[src/rtl/mfp_uart_pkg.sv]
// Shared types and constants for the MFP UART transmitter.
// Optional even-parity support is enabled by defining MFP_UART_TX_PARITY_EN.
package mfp_uart_pkg;

   localparam int   DATA_BITS = 8;
   localparam logic START_BIT = 1'b0;
   localparam logic STOP_BIT  = 1'b1;

`ifdef MFP_UART_TX_PARITY_EN
   typedef enum logic [2:0] {
      IDLE   = 3'd0,
      START  = 3'd1,
      DATA   = 3'd2,
      PARITY = 3'd3,
      STOP   = 3'd4
   } tx_state_e;
`else
   typedef enum logic [2:0] {
      IDLE  = 3'd0,
      START = 3'd1,
      DATA  = 3'd2,
      STOP  = 3'd4
   } tx_state_e;
`endif

   // Clock cycles per bit, rounded to the nearest integer.
   function automatic int calc_divisor(input int clk_hz, input int baud);
      return (clk_hz + baud / 2) / baud;
   endfunction

endpackage

[src/rtl/mfp_uart_baud_gen.sv]
// Restartable bit-period counter: bit_end pulses for one cycle on the last
// clock of every bit period. Holding restart keeps the counter at zero.
module mfp_uart_baud_gen #(
   parameter int DIVISOR = 434
) (
   input  logic HCLK,
   input  logic HRESETn,
   input  logic restart,
   output logic bit_end
);

   localparam int                 CNT_W = $clog2(DIVISOR);
   localparam logic [CNT_W-1:0]   LAST  = CNT_W'(DIVISOR - 1);

   logic [CNT_W-1:0] baud_cnt;

   assign bit_end = ~restart & (baud_cnt == LAST);

   // Count clocks within the current bit, clearing on restart and at each bit boundary.
   always_ff @(posedge HCLK or negedge HRESETn) begin
      if (!HRESETn) begin
         baud_cnt <= '0;
      end else if (restart || bit_end) begin
         baud_cnt <= '0;
      end else begin
         baud_cnt <= baud_cnt + 1'b1;
      end
   end

endmodule

[src/rtl/mfp_uart_transmitter.sv]
// 8N1 UART transmitter (8E1 when MFP_UART_TX_PARITY_EN is defined) with a
// valid/ready byte interface. The line output is registered, so the start
// bit appears on the same edge that accepts the byte.
module mfp_uart_transmitter
   import mfp_uart_pkg::*;
#(
   parameter int CLK_HZ = 50000000,
   parameter int BAUD   = 115200
) (
   input  logic                 HCLK,
   input  logic                 HRESETn,
   input  logic [DATA_BITS-1:0] tx_data,
   input  logic                 tx_valid,
   output logic                 tx_ready,
   output logic                 UART_TX,
   output logic                 busy
);

   localparam int DIVISOR = calc_divisor(CLK_HZ, BAUD);

   generate
      if (DIVISOR < 2) begin : g_divisor_check
         $error("mfp_uart_transmitter: CLK_HZ/BAUD gives DIVISOR below 2");
      end
   endgenerate

   tx_state_e            state_q, state_d;
   logic [DATA_BITS-1:0] shift_q, shift_d;
   logic [2:0]           bit_cnt_q, bit_cnt_d;
   logic                 line_q, line_d;
   logic                 bit_end;
   logic                 accept;
`ifdef MFP_UART_TX_PARITY_EN
   logic                 parity_q, parity_d;
`endif

   assign accept  = tx_valid & tx_ready;
   assign UART_TX = line_q;

   // The counter sits at zero while idle so the start bit gets a full period.
   mfp_uart_baud_gen #(
      .DIVISOR (DIVISOR)
   ) u_baud_gen (
      .HCLK    (HCLK),
      .HRESETn (HRESETn),
      .restart (state_q == IDLE),
      .bit_end (bit_end)
   );

   // Frame state register; reset abandons any frame in flight.
   always_ff @(posedge HCLK or negedge HRESETn) begin
      if (!HRESETn) begin
         state_q <= IDLE;
      end else begin
         state_q <= state_d;
      end
   end

   // Advance through the frame one bit period at a time.
   always_comb begin
      state_d = state_q;
      case (state_q)
         IDLE:    if (accept)  state_d = START;
         START:   if (bit_end) state_d = DATA;
         DATA: begin
            if (bit_end && bit_cnt_q == 3'(DATA_BITS - 1)) begin
`ifdef MFP_UART_TX_PARITY_EN
               state_d = PARITY;
`else
               state_d = STOP;
`endif
            end
         end
`ifdef MFP_UART_TX_PARITY_EN
         PARITY:  if (bit_end) state_d = STOP;
`endif
         STOP:    if (bit_end) state_d = IDLE;
         default: state_d = IDLE;
      endcase
   end

   // Handshake outputs and the next line level / shift contents for each state.
   always_comb begin
      tx_ready  = (state_q == IDLE);
      busy      = ~tx_ready;
      line_d    = line_q;
      shift_d   = shift_q;
      bit_cnt_d = bit_cnt_q;
`ifdef MFP_UART_TX_PARITY_EN
      parity_d  = parity_q;
`endif
      case (state_q)
         IDLE: begin
            if (accept) begin
               line_d    = START_BIT;
               shift_d   = tx_data;
               bit_cnt_d = 3'd0;
`ifdef MFP_UART_TX_PARITY_EN
               parity_d  = ^tx_data;
`endif
            end
         end
         START: begin
            if (bit_end) begin
               line_d  = shift_q[0];
               shift_d = shift_q >> 1;
            end
         end
         DATA: begin
            if (bit_end) begin
               if (bit_cnt_q == 3'(DATA_BITS - 1)) begin
                  bit_cnt_d = 3'd0;
`ifdef MFP_UART_TX_PARITY_EN
                  line_d    = parity_q;
`else
                  line_d    = STOP_BIT;
`endif
               end else begin
                  bit_cnt_d = bit_cnt_q + 3'd1;
                  line_d    = shift_q[0];
                  shift_d   = shift_q >> 1;
               end
            end
         end
`ifdef MFP_UART_TX_PARITY_EN
         PARITY: begin
            if (bit_end) begin
               line_d = STOP_BIT;
            end
         end
`endif
         STOP: begin
            if (bit_end) begin
               line_d = 1'b1;
            end
         end
         default: begin
            line_d = 1'b1;
         end
      endcase
   end

   // Registered line level and data path; reset drives the line to idle high at once.
   always_ff @(posedge HCLK or negedge HRESETn) begin
      if (!HRESETn) begin
         line_q    <= 1'b1;
         shift_q   <= '0;
         bit_cnt_q <= 3'd0;
`ifdef MFP_UART_TX_PARITY_EN
         parity_q  <= 1'b0;
`endif
      end else begin
         line_q    <= line_d;
         shift_q   <= shift_d;
         bit_cnt_q <= bit_cnt_d;
`ifdef MFP_UART_TX_PARITY_EN
         parity_q  <= parity_d;
`endif
      end
   end

endmodule

[config.mk]
export PLATFORM = sky130hd
export DESIGN_NAME = mfp_uart_transmitter
export DESIGN_NICKNAME = d
export VERILOG_FILES = /design/src/rtl/mfp_uart_pkg.sv /design/src/rtl/mfp_uart_baud_gen.sv /design/src/rtl/mfp_uart_transmitter.sv
export SDC_FILE = /design/constraint.sdc
export NUM_CORES = 1
export LEC_CHECK = 0
export ABC_AREA = 1
export BUFFER_PORTS_ARGS = -buffer_cell sky130_fd_sc_hd__buf_2
export CORE_UTILIZATION = 35
export DETAILED_ROUTE_END_ITERATION = 8
export GPL_TIMING_DRIVEN = 0
export PLACE_DENSITY = 0.51
export RECOVER_POWER = 100
export SYNTH_ARGS = -nofsm -noshare
export SYNTH_HDL_FRONTEND = slang
export SYNTH_SLANG_ARGS = --single-unit
[constraint.sdc]
create_clock -name HCLK -period 1.4 [get_ports HCLK]
set_input_delay 0.07 -clock HCLK [delete_from_list [all_inputs] [get_ports HCLK]]
set_output_delay 0.07 -clock HCLK [all_outputs]
set_load 0.1 [all_outputs]
Yosys cells after proc, flatten, opt, wreduce, memory -nomap -nowiden
Cells that the tools add are included.

Flip-flop bits (word level): 24. Input bits: 11. Output and inout bits: 3. Word-level logic and storage cells: 51.

Add/subtract/negate cells: 2. Equality and inequality tests: 11. Multiplexer cells: 21. Bitwise logic cells: 3. Reduce and logical (&&, ||, !) cells: 9.

Operators with widths (count): two-way mux 8 bit (4); one-hot mux 8 bit (3 select lines) (1); two-way mux 3 bit (7); one-hot mux 3 bit (4 select lines) (1); inequality test 2 bit, second input constant (5); adder 9 x 1 -> 9 bit, second input constant (1); == test 9 bit, second input constant (1); two-way mux 9 bit (1); AND reduction 4 bit (2); == test 3 bit, second input constant (2); one-hot mux 3 bit (2 select lines) (1); two-way mux 1 bit (5); AND reduction 5 bit (1); one-hot mux 1 bit (4 select lines) (1); adder 3 x 1 -> 3 bit, second input constant (1); == test 3 x 1 -> 1 bit, second input constant (1); == test 3 x 2 -> 1 bit, second input constant (1); zero test 3 bit (1); AND reduction 3 bit (1); nonzero test 3 bit (1); AND 1 bit (2); inequality test 2 x 1 -> 1 bit, second input constant (1); nonzero test 2 bit (1); logical AND 1 bit (1); other kinds (2) (2).

Longest topological paths before layout
Gate-level depths: netlist of run 1.

Depth after elaboration: 6. Mapped depth: 10. Gate-level depth less buffers: 9.

Hierarchy
A second synthesis of run 1 with hierarchy kept.

Cell total of the unflattened synthesis: 190. Area total of the unflattened synthesis: 1418.9 um^2.

Modules (own cells, without submodules): mfp_uart_transmitter (times used 1, cells each 122, area an instance 910.9 um^2, sequential area each 376.6 um^2); mfp_uart_baud_gen (times used 1, cells each 68, area an instance 508.0 um^2, sequential area each 225.2 um^2).

Worst setup path before layout of run 1
OpenSTA, ideal clock, no wires.

Kind: reg2reg. From: register state_q[0]. To: register state_q[0]. Library setup time: 69 ps. Arrival: 2308 ps. Required time: 1331 ps. Setup slack: -977 ps. Cell stages (with the launch flop): 6. Path buffers: 0. Cell sequence: dfrtp_1 -> nor2_2 -> nand2_1 -> inv_1 -> nand4_1 -> nand2_1.

Word-level cells in the longest chain between the ends: 6.

Ends and longest elaborated chain: from (decl) (line mfp_uart_transmitter.sv:27) `tx_state_e state_q, state_d;`; from (signal assigned) (line mfp_uart_transmitter.sv:55) `state_q <= state_d;`; zero test 3 bit * (line mfp_uart_transmitter.sv:84) `tx_ready = (state_q == IDLE);`; inverter 1 bit *; named net busy (line mfp_uart_transmitter.sv:16) `output logic busy`; AND 1 bit * (line mfp_uart_baud_gen.sv:17) `assign bit_end = ~restart & (baud_cnt == LAST);`; logical AND 1 bit (line mfp_uart_transmitter.sv:66) `if (bit_end && bit_cnt_q == 3'(DATA_BITS - 1)) begin`; inequality test 2 bit (no source line); AND reduction 4 bit (no source line) *.

Mark *: on every way through the listed nets, which the timed path passes. The rest lies on a longest branch. A chain may end at the register's enable or synchronous reset.

Worst setup path after layout of run 1
From: register u_baud_gen.baud_cnt[1]. To: register shift_q[2].

Word-level cells in the longest chain between the ends: 4.

Ends and longest elaborated chain: from (decl) (line mfp_uart_baud_gen.sv:15) `logic [CNT_W-1:0] baud_cnt;`; from (signal assigned) (line mfp_uart_baud_gen.sv:26) `baud_cnt <= baud_cnt + 1'b1;`; == test 9 bit * (line mfp_uart_baud_gen.sv:17); AND 1 bit * (line mfp_uart_baud_gen.sv:17); inequality test 2 bit (no source line); AND reduction 5 bit (no source line) *; to (signal assigned) (line mfp_uart_transmitter.sv:154) `shift_q <= shift_d;`; to (decl) (line mfp_uart_transmitter.sv:28) `logic [DATA_BITS-1:0] shift_q, shift_d;`.

Mark *: on every way between the ends. The rest lies on a longest branch, timed or not.

==> results.cfg, run 1 <==
[grt]
grt_max_degree = 25
grt_pass1_wl_um = 4840
use_met1 = 0.183
use_met2 = 0.267
busiest_layer = met2
use_met3 = 0.0286
grt_antenna_before_repair = 0
grt_usage = 0.151
grt-ovfl-total = 0
grt_pass1_vias = 1096

[synth]
ys_seq_area_frac = 0.445
synth_ff_type = dfrtp_1
ys_types = 24
synthTopCellsByCount = nand2_1 (46), dfrtp_1 (23), inv_1 (17)
yosysWarnings = 0
synth_largest_area_cell = dfrtp_1
synth_area_um2 = 1350
postSynthAreaPerCell_um2 = 8.31
synth-edff-count = 0
netlist_instances = 163
synth.most_common_cell = nand2_1
ys_ff_latch = 24
synth_top_cell_area_share = 0.425
synthTopCellsByArea = dfrtp_1 (43%), nand2_1 (13%), o21ai_2 (5.2%), inv_1 (4.7%), ha_1 (3.7%)
synth_nets = 178
async_flop_share = 1.00

[outcome]
outcome = finished, violations left
failed_checks = setup timing

[clock_tree]
clk_path_buf_depth = 2
clk_latency_ps = 270
cts.sinks = 24
cts_tree = built
cts_root_buffer = clkbuf_8
cts_made_buffers = 3
cts_htree_levels = 1
clk_pin_slew_ps = 90

[critical_path]
reg2reg_slack_ps = -70
crit_path_cell_trace = inv_2 -> ha_4 -> nand2_2 -> nor2_4 -> nand2_4 -> nand2_8 -> nand3_4 -> buf_8 -> nand2_2 -> o21ai_2
crit_slowest_cell = dfrtp_1
rr_startpoint = u_baud_gen.baud_cnt[1]
endpoint_kind = flip-flop
crit_fanout = 6
slowest_delay_ps = 390
r2r-end = shift_q[2]
arrival_ps = 1630
start_kind = flip-flop
critPathRequiredTime_ps = 1560
worstRegToRegCells = 10
cpMostUsedCell = nand2_2
crit_type = flip-flop to flip-flop

[floorplan]
dieHeight_um = 64.2
fp.dieW_um = 64.2
dieArea_um2 = 4120
num_io_pins = 14
start_util = 0.367
rows = 22
core_area_um2 = 3690

[timing]
min_period_ps = 1470
fin_worst_skew_ps = 4.69
fin_crit_sh = 1.05
tightest_slew_ps = 620
finalMaxSlewViolations = 0
slew-limit-headroom = 0.587
setup_viol = 14
hold_viol = 0
setup_slack_ps = -70.8
fmax_mhz = 680
grt_setup_unrepaired = true

[finish]
fill_cells = 371
drive_gt1_frac = 0.426
area_growth_syn_to_layout_pct = 36.1
nets = 211
fin_area_um2 = 1840
final_util = 0.500
diodes = 0

[power]
seq_power_share = 0.266
p_per_area_nw_per_um2 = 2330
clockPowerShare = 0.111
comb_power_share = 0.623
switching_share = 0.455
p_sw_uw = 1950
ir_drop_v = 0.000880
power.internal_uw = 2340
leakage_uw = 0.000895

[hold_path]
min_from = tx_data[5]
min_path_cells = 3
min_to = shift_q[5]
min_path_type = primary input to flip-flop

[routing]
drc_errors = 0
routed_wl_um = 2790
drt_iter0_drc = 29
dr.pass1.iters = 4
via_per_inst = 4.67
vias = 1134
ant_nets = 0
routedWlPerCell_um = 11.5

[place]
place_hpwl_um = 1910
gp_congestion = 0.753
io_buffers = 13
dpl_cell_area_um2 = 1510

[flow_run]
maxCapViolCount = 0
==> flip-flops by register name, summed over array words and instances, names as in the netlist <==
name and flops:
u_baud_gen.baud_cnt 9, shift_q 8, bit_cnt_q 3, state_q 3, UART_TX 1
==> layout by cell type, fill, tap and decap left out, types with 6 or more instances in the layout <==
master and count:
nand2_1 37, dfrtp_1 19, inv_1 14, buf_2 10
buf_4 10, nor2_1 8, o21ai_0 8, nand2_2 8
o21ai_2 8, nand3_1 7, nand2_4 7, inv_2 6
==> timing repair <==
item	4_1_cts	5_1_grt
gates cloned	1	0
hold endpoints to repair	23	0
buffers inserted	6	7
hold buffers	1	0
endpoints found under the setup margin	25	26
pin swaps	5	13
resized for setup	16	23
==> layer usage <==
metal | up-vias | wire, um
met5 | - | 0
met4 | 0 | 34
met3 | 4 | 62
met2 | 8 | 1360
met1 | 532 | 1330
li1 | 590 | -
==> how the worst max path moves through the flow <==
stage,slack (ps),from,depth (start not counted),to
floorplan,-150,state_q[1],5,state_q[0]
global route,-150,u_baud_gen.baud_cnt[1],10,shift_q[4]
detailed placement,-150,u_baud_gen.baud_cnt[1],10,shift_q[6]
global placement,-120,u_baud_gen.baud_cnt[1],10,shift_q[6]
finish,-70,u_baud_gen.baud_cnt[1],10,shift_q[2]
CTS,-120,u_baud_gen.baud_cnt[1],10,shift_q[5]
==> power groups by stage <==
stage	Clock, uW	Combinational, uW	Sequential [uW]
after floorplan	0	1580	1160
final	474	2670	1140
after global placement	0	1930	1100
after global routing	521	2940	1170
after CTS	493	2380	1110
after detailed placement	0	1960	1110
==> critical path: cells and delay by family, from the launching register on <==
family                     cells  cell delay [ps]
and+or+nand+nor                6              530
DFF                            1              390
buffers and inverters          2              250
adders and majority gates      1              140
AOI/OAI and AO/OA              1               50
==> layout make-up <==
class,count,area [um2],area share
Sequential cell,24,607,0.329
Multi-Input combinational cell,116,767,0.416
Clock buffer,4,55.1,0.0299
Buffer,2,26.3,0.0143
Tap cell,48,60.1,0.0326
Inverter,21,82.6,0.0448
Timing Repair Buffer,28,245,0.133
==> through the flow <==
step / worst slack, ps / std cells / power, uW / setup TNS [ps] / hold WS [ps]
after floorplan: -148 / 163 / 2740 / -148 / -226
after global placement: -120 / 224 / 3030 / -872 / 92.4
after detailed placement: -154 / 224 / 3070 / -1720 / 105
after CTS: -116 / 236 / 3980 / -1840 / 91.7
after global routing: -154 / 243 / 4630 / -2310 / 106
final: -70.8 / 243 / 4290 / -686 / 94.0
==> kinds of logic (layout without fill, tap and decap cells) <==
logic type / count (synthesis) / in the layout / synth area share
compound gates: 24 / 24 / 0.116
xor+xnor: 1 / 1 / 0.00647
flops: 24 / 24 / 0.445
fa+ha+maj: 4 / 4 / 0.0370
simple gates: 87 / 87 / 0.321
buf+inv: 23 / 55 / 0.0749
Power figures use the tool's default switching activity.
==> run 2, diff against run 1 <==
==> constraint.sdc (replaced) <==
create_clock -name HCLK -period 1.4 [get_ports HCLK]
set_input_delay 0.28 -clock HCLK [delete_from_list [all_inputs] [get_ports HCLK]]
set_output_delay 0.28 -clock HCLK [all_outputs]
set_load 0.1 [all_outputs]
==> run 2 against run 1 <==
The run still ends with setup timing left. Clock skew up 0.70 ps. Wire length up 2.2%. Utilization up 0.10 points. Non-clock buffer count unchanged. Combinational power up 1%. Die area unchanged. Worst setup slack worse by 37 ps. Register-to-register slack about the same. Clock power about the same. Clock-buffer cell count unchanged. Critical endpoint is now tx_ready. Largest power group unchanged.
==> results.cfg, run 2 (synthesis results as in run 1) <==
[outcome]
outcome = finished, violations left
failed_checks = setup timing

[hold_path]
min_path_type = primary input to asynchronous set/reset pin

[grt]
grt-ovfl-total = 0
grt_antenna_before_repair = 0
grt_pass1_vias = 1133
grt_pass1_wl_um = 4910
grt_max_degree = 25
grt_usage = 0.152

[finish]
diodes = 0
fill_cells = 377
reg_top3 = u_baud_gen.baud_cnt: 9 flops, shift_q: 8 flops
layout_common_cells = nand2_1 (36), dfrtp_1 (20), inv_1 (14)
regMostFlops = u_baud_gen.baud_cnt
nets = 211
area_growth_syn_to_layout_pct = 36.4
layout_commonest_cell = nand2_1
largest_reg_flops = 9
drive_gt1_frac = 0.436

[timing]
hold_viol = 0
setup_slack_ps = -108
fin_crit_sh = 1.08
slew-limit-headroom = 0.588
fmax_mhz = 663
finalMaxSlewViolations = 0
fin_worst_skew_ps = 5.39
grt_setup_unrepaired = true
min_period_ps = 1510
tightest_slew_ps = 618
setup_viol = 13

[power]
leakage_uw = 0.000892
switching_share = 0.455
power.internal_uw = 2350
seq_power_share = 0.263
ir_drop_v = 0.000940
p_total_uw = 4320
comb_power_share = 0.627
p_sw_uw = 1970
p_per_area_nw_per_um2 = 2340
clockPowerShare = 0.110

[floorplan]
rows = 22
start_util = 0.367
fp.dieW_um = 64.2
num_io_pins = 14
core_area_um2 = 3690
dieArea_um2 = 4120
dieHeight_um = 64.2

[place]
place_hpwl_um = 1910
io_buffers = 13
gp_congestion = 0.753
dp_slack_ps = -154

[critical_path]
crit_type = flip-flop to primary output
arrival_ps = 1230
reg2reg_slack_ps = -80
crit_fanout = 4
worstRegToRegCells = 10
endpoint_kind = primary output
start_kind = flip-flop
r2r-end = shift_q[2]
rr_startpoint = u_baud_gen.baud_cnt[1]
critPathRequiredTime_ps = 1120

[clock_tree]
clk_pin_slew_ps = 90
cts_tree = built
cts_root_buffer = clkbuf_8
clk_path_buf_depth = 2
cts_made_buffers = 3
clk_latency_ps = 270
cts.sinks = 24
cts_htree_levels = 1

[flow_run]
maxCapViolCount = 0

[routing]
drc_errors = 0
drt_iter0_drc = 24
ant_nets = 0
vias = 1141
routedWlPerCell_um = 11.7
via_per_inst = 4.70
routed_wl_um = 2850
dr.pass1.iters = 4
[run 2: cell count changes in the layout (fill, tap and decap cells not counted), sizes merged]
cell and change:
buf +1, dlygate4sd3 -1
[run 2: final cells by class]
class	count	area, um2	share of cell area
Multi-Input combinational cell	116	788	0.427
Sequential cell	24	606	0.328
Timing Repair Buffer	28	226	0.123
Inverter	21	85.1	0.0461
Tap cell	48	60.1	0.0325
Clock buffer	4	55.1	0.0298
Buffer	2	26.3	0.0142
[run 2: stage by stage]
| step | cells | setup TNS, ps | area, um2 | util | hold slack (ps) |
|---|---|---|---|---|---|
| finish | 243 | -793 | 1850 | 0.501 | 8.02 |
| global route | 243 | -2330 | 1850 | 0.501 | 63.5 |
| CTS | 239 | -1910 | 1720 | 0.465 | 21.4 |
| detailed placement | 224 | -1810 | 1510 | 0.409 | 315 |
| global placement | 224 | -951 | 1510 | 0.409 | 302 |
| floorplan | 163 | -207 | 1380 | - | -15.6 |
[run 2: critical path: stages, from the launching register on]
cell	delay, ps
dfrtp_2	430
nor2_4	180
nand2_8	80
clkinvlp_4	90
buf_12	170
[run 2: what timing repair did]
action / 4_1_cts / 5_1_grt
endpoints found under the setup margin: 27 / 27
hold buffers: 0 / 0
pin swaps: 5 / 8
buffers inserted: 10 / 3
gates resized for setup: 18 / 23
cloned: 1 / 1
hold endpoints to repair: 0 / 0
[run 2: power groups by stage]
stage                     logic, uW  clock network, uW  registers [uW]
after floorplan                1580                  0            1160
after global placement         1930                  0            1100
after detailed placement       1960                  0            1110
after CTS                      2510                493            1100
after global routing           2990                513            1170
final                          2710                476            1140
[run 2: worst max-delay path by stage]
stage,slack [ps],to,depth (start not counted),startpoint
after floorplan,-150,state_q[0],5,state_q[1]
after global placement,-120,shift_q[6],10,u_baud_gen.baud_cnt[1]
after detailed placement,-150,shift_q[6],10,u_baud_gen.baud_cnt[1]
after CTS,-120,tx_ready,4,state_q[2]
after global routing,-160,tx_ready,4,state_q[0]
final,-110,tx_ready,4,state_q[0]
[run 2: per-layer routing]
| metal | track usage | share of wire | vias to the layer above |
|---|---|---|---|
| met1 | 0.175 | 0.45 | 534 |
| met4 | 0.0500 | 0.012 | 0 |
| met5 | 0 | 0 | - |
| met3 | 0.0286 | 0.026 | 4 |
| li1 | - | - | 591 |
| met2 | 0.279 | 0.51 | 12 |
==> run 3, diff against run 2 <==
Settings changed: RECOVER_POWER 100 to unset.
==> run 3 against run 2 <==
Final area increased by 0.27%. Non-clock buffer count did not move. First-iteration DRC count fell by 4.2%. Utilization grew 0.14 points. Global-route usage stayed put. Clock power about the same. Clock skew barely moved. The flow finishes with violations (hold timing, setup timing). Worst setup slack hardly changed. Critical path depth unchanged. Sequential power is essentially flat. Critical path type unchanged. Via count down 0.18%. Combinational power is essentially flat.
==> results.cfg, run 3 (synthesis results as in run 1) <==
[outcome]
outcome = finished, violations left
failed_checks = hold timing, setup timing

[grt]
grt-ovfl-total = 0
grt_max_degree = 25
grt_usage = 0.152
grt_pass1_wl_um = 4910
grt_antenna_before_repair = 0
grt_pass1_vias = 1133

[critical_path]
arrival_ps = 1230
critPathRequiredTime_ps = 1120
rr_startpoint = u_baud_gen.baud_cnt[1]
crit_fanout = 4
slowest_delay_ps = 430
critPathLaunch = state_q[0]
cp.buffers_inverters = 2
crit_type = flip-flop to primary output
crit_slowest_cell = dfrtp_2
path_delay_family = flip-flops
start_kind = flip-flop
crit_path_cell_trace = nor2_4 -> nand2_8 -> clkinvlp_4 -> buf_12
endpoint_kind = primary output

[finish]
diodes = 0
fin_cells = 243
reg_top3 = u_baud_gen.baud_cnt: 9 flops, shift_q: 8 flops
largest_reg_flops = 9
layout_commonest_cell = nand2_1
drive_gt1_frac = 0.436
final_util = 0.502
area_growth_syn_to_layout_pct = 36.8
nets = 211
regMostFlops = u_baud_gen.baud_cnt
fin_area_um2 = 1850
layout_common_cells = nand2_1 (36), dfrtp_1 (20), inv_1 (14)

[floorplan]
core_area_um2 = 3690
rows = 22
num_io_pins = 14
dieHeight_um = 64.2
fp.dieW_um = 64.2
start_util = 0.367
dieArea_um2 = 4120

[clock_tree]
cts_hold_buf = 0
cts_htree_levels = 1
cts_root_buffer = clkbuf_8
cts.sinks = 24
clk_pin_slew_ps = 90
cts_tree = built
clk_path_buf_depth = 2
cts_made_buffers = 3
clk_latency_ps = 270

[flow_run]
maxCapViolCount = 0

[routing]
routed_wl_um = 2850
drc_errors = 0
drt_iter0_drc = 23
ant_nets = 0
vias = 1139
routedWlPerCell_um = 11.7
dr.pass1.iters = 4
via_per_inst = 4.69

[timing]
fmax_mhz = 663
tightest_slew_ps = 552
hold_viol = 19
fin_crit_sh = 1.08
setup_viol = 13
min_period_ps = 1510
slew-limit-headroom = 0.632
fin_worst_skew_ps = 5.65
setup_slack_ps = -108
whs_ps = -11.7
grt_setup_unrepaired = true
finalMaxSlewViolations = 0

[power]
leakage_uw = 0.000893
p_per_area_nw_per_um2 = 2340
ir_drop_v = 0.000940
p_total_uw = 4340

[place]
dpl_cell_area_um2 = 1510
io_buffers = 13
dp.cells = 224
gp_congestion = 0.753
place_hpwl_um = 1910

[hold_path]
min_path_type = primary input to asynchronous set/reset pin
run 3: cell count changes in the layout (fill, tap and decap cells not counted), sizes merged:
cell / previous run / this run
buf: 29 / 30
clkbuf: 5 / 4
run 3: routing by layer:
metal  part of all wire  vias up  GRT usage
li1                   -      591          -
met1               0.46      532      0.175
met2               0.50       12      0.279
met3              0.026        4     0.0286
met4              0.012        0     0.0500
met5                  0        -          0
run 3: through the flow:
stage | setup slack (ps) | setup TNS [ps]
global placement | -120 | -951
CTS | -121 | -1910
finish | -108 | -911
global route | -170 | -2250
floorplan | -148 | -207
detailed placement | -154 | -1810
run 3: power breakdown:
part           switching, uW  leakage (uW)  internal [uW]  total (uW)
logic                   1540      0.000555           1180        2720
registers                210      0.000309            929        1140
clock network            225     0.0000288            251         476
total                   1980      0.000893           2360        4340
run 3: final timing paths:
kind                                     endpoint  slack, ps  cells past startpoint
min in group HCLK                      shift_q[5]        300                      3
min reg2reg                               UART_TX        470                      2
max                                      tx_ready       -110                      4
min                                    shift_q[1]        -10                      1
max reg2reg                            shift_q[2]        -90                     10
max in group asynchronous  u_baud_gen.baud_cnt[0]       1010                      1
run 3: cell type report:
class,instances,area [um2]
repair buffers,28,226
well taps,48,60.1
inverters,21,85.1
fillers,376,1840
flip-flops and latches,24,606
multi-input cells,116,793
clock buffers,4,55.1
plain buffers,2,26.3
run 3: what timing repair did:
| item | CTS | global route |
|---|---|---|
| gates resized for setup | 18 | 23 |
| pin swaps | 5 | 8 |
| gates cloned | 1 | 1 |
| buffers inserted | 10 | 3 |
| setup endpoints to repair | 27 | 27 |
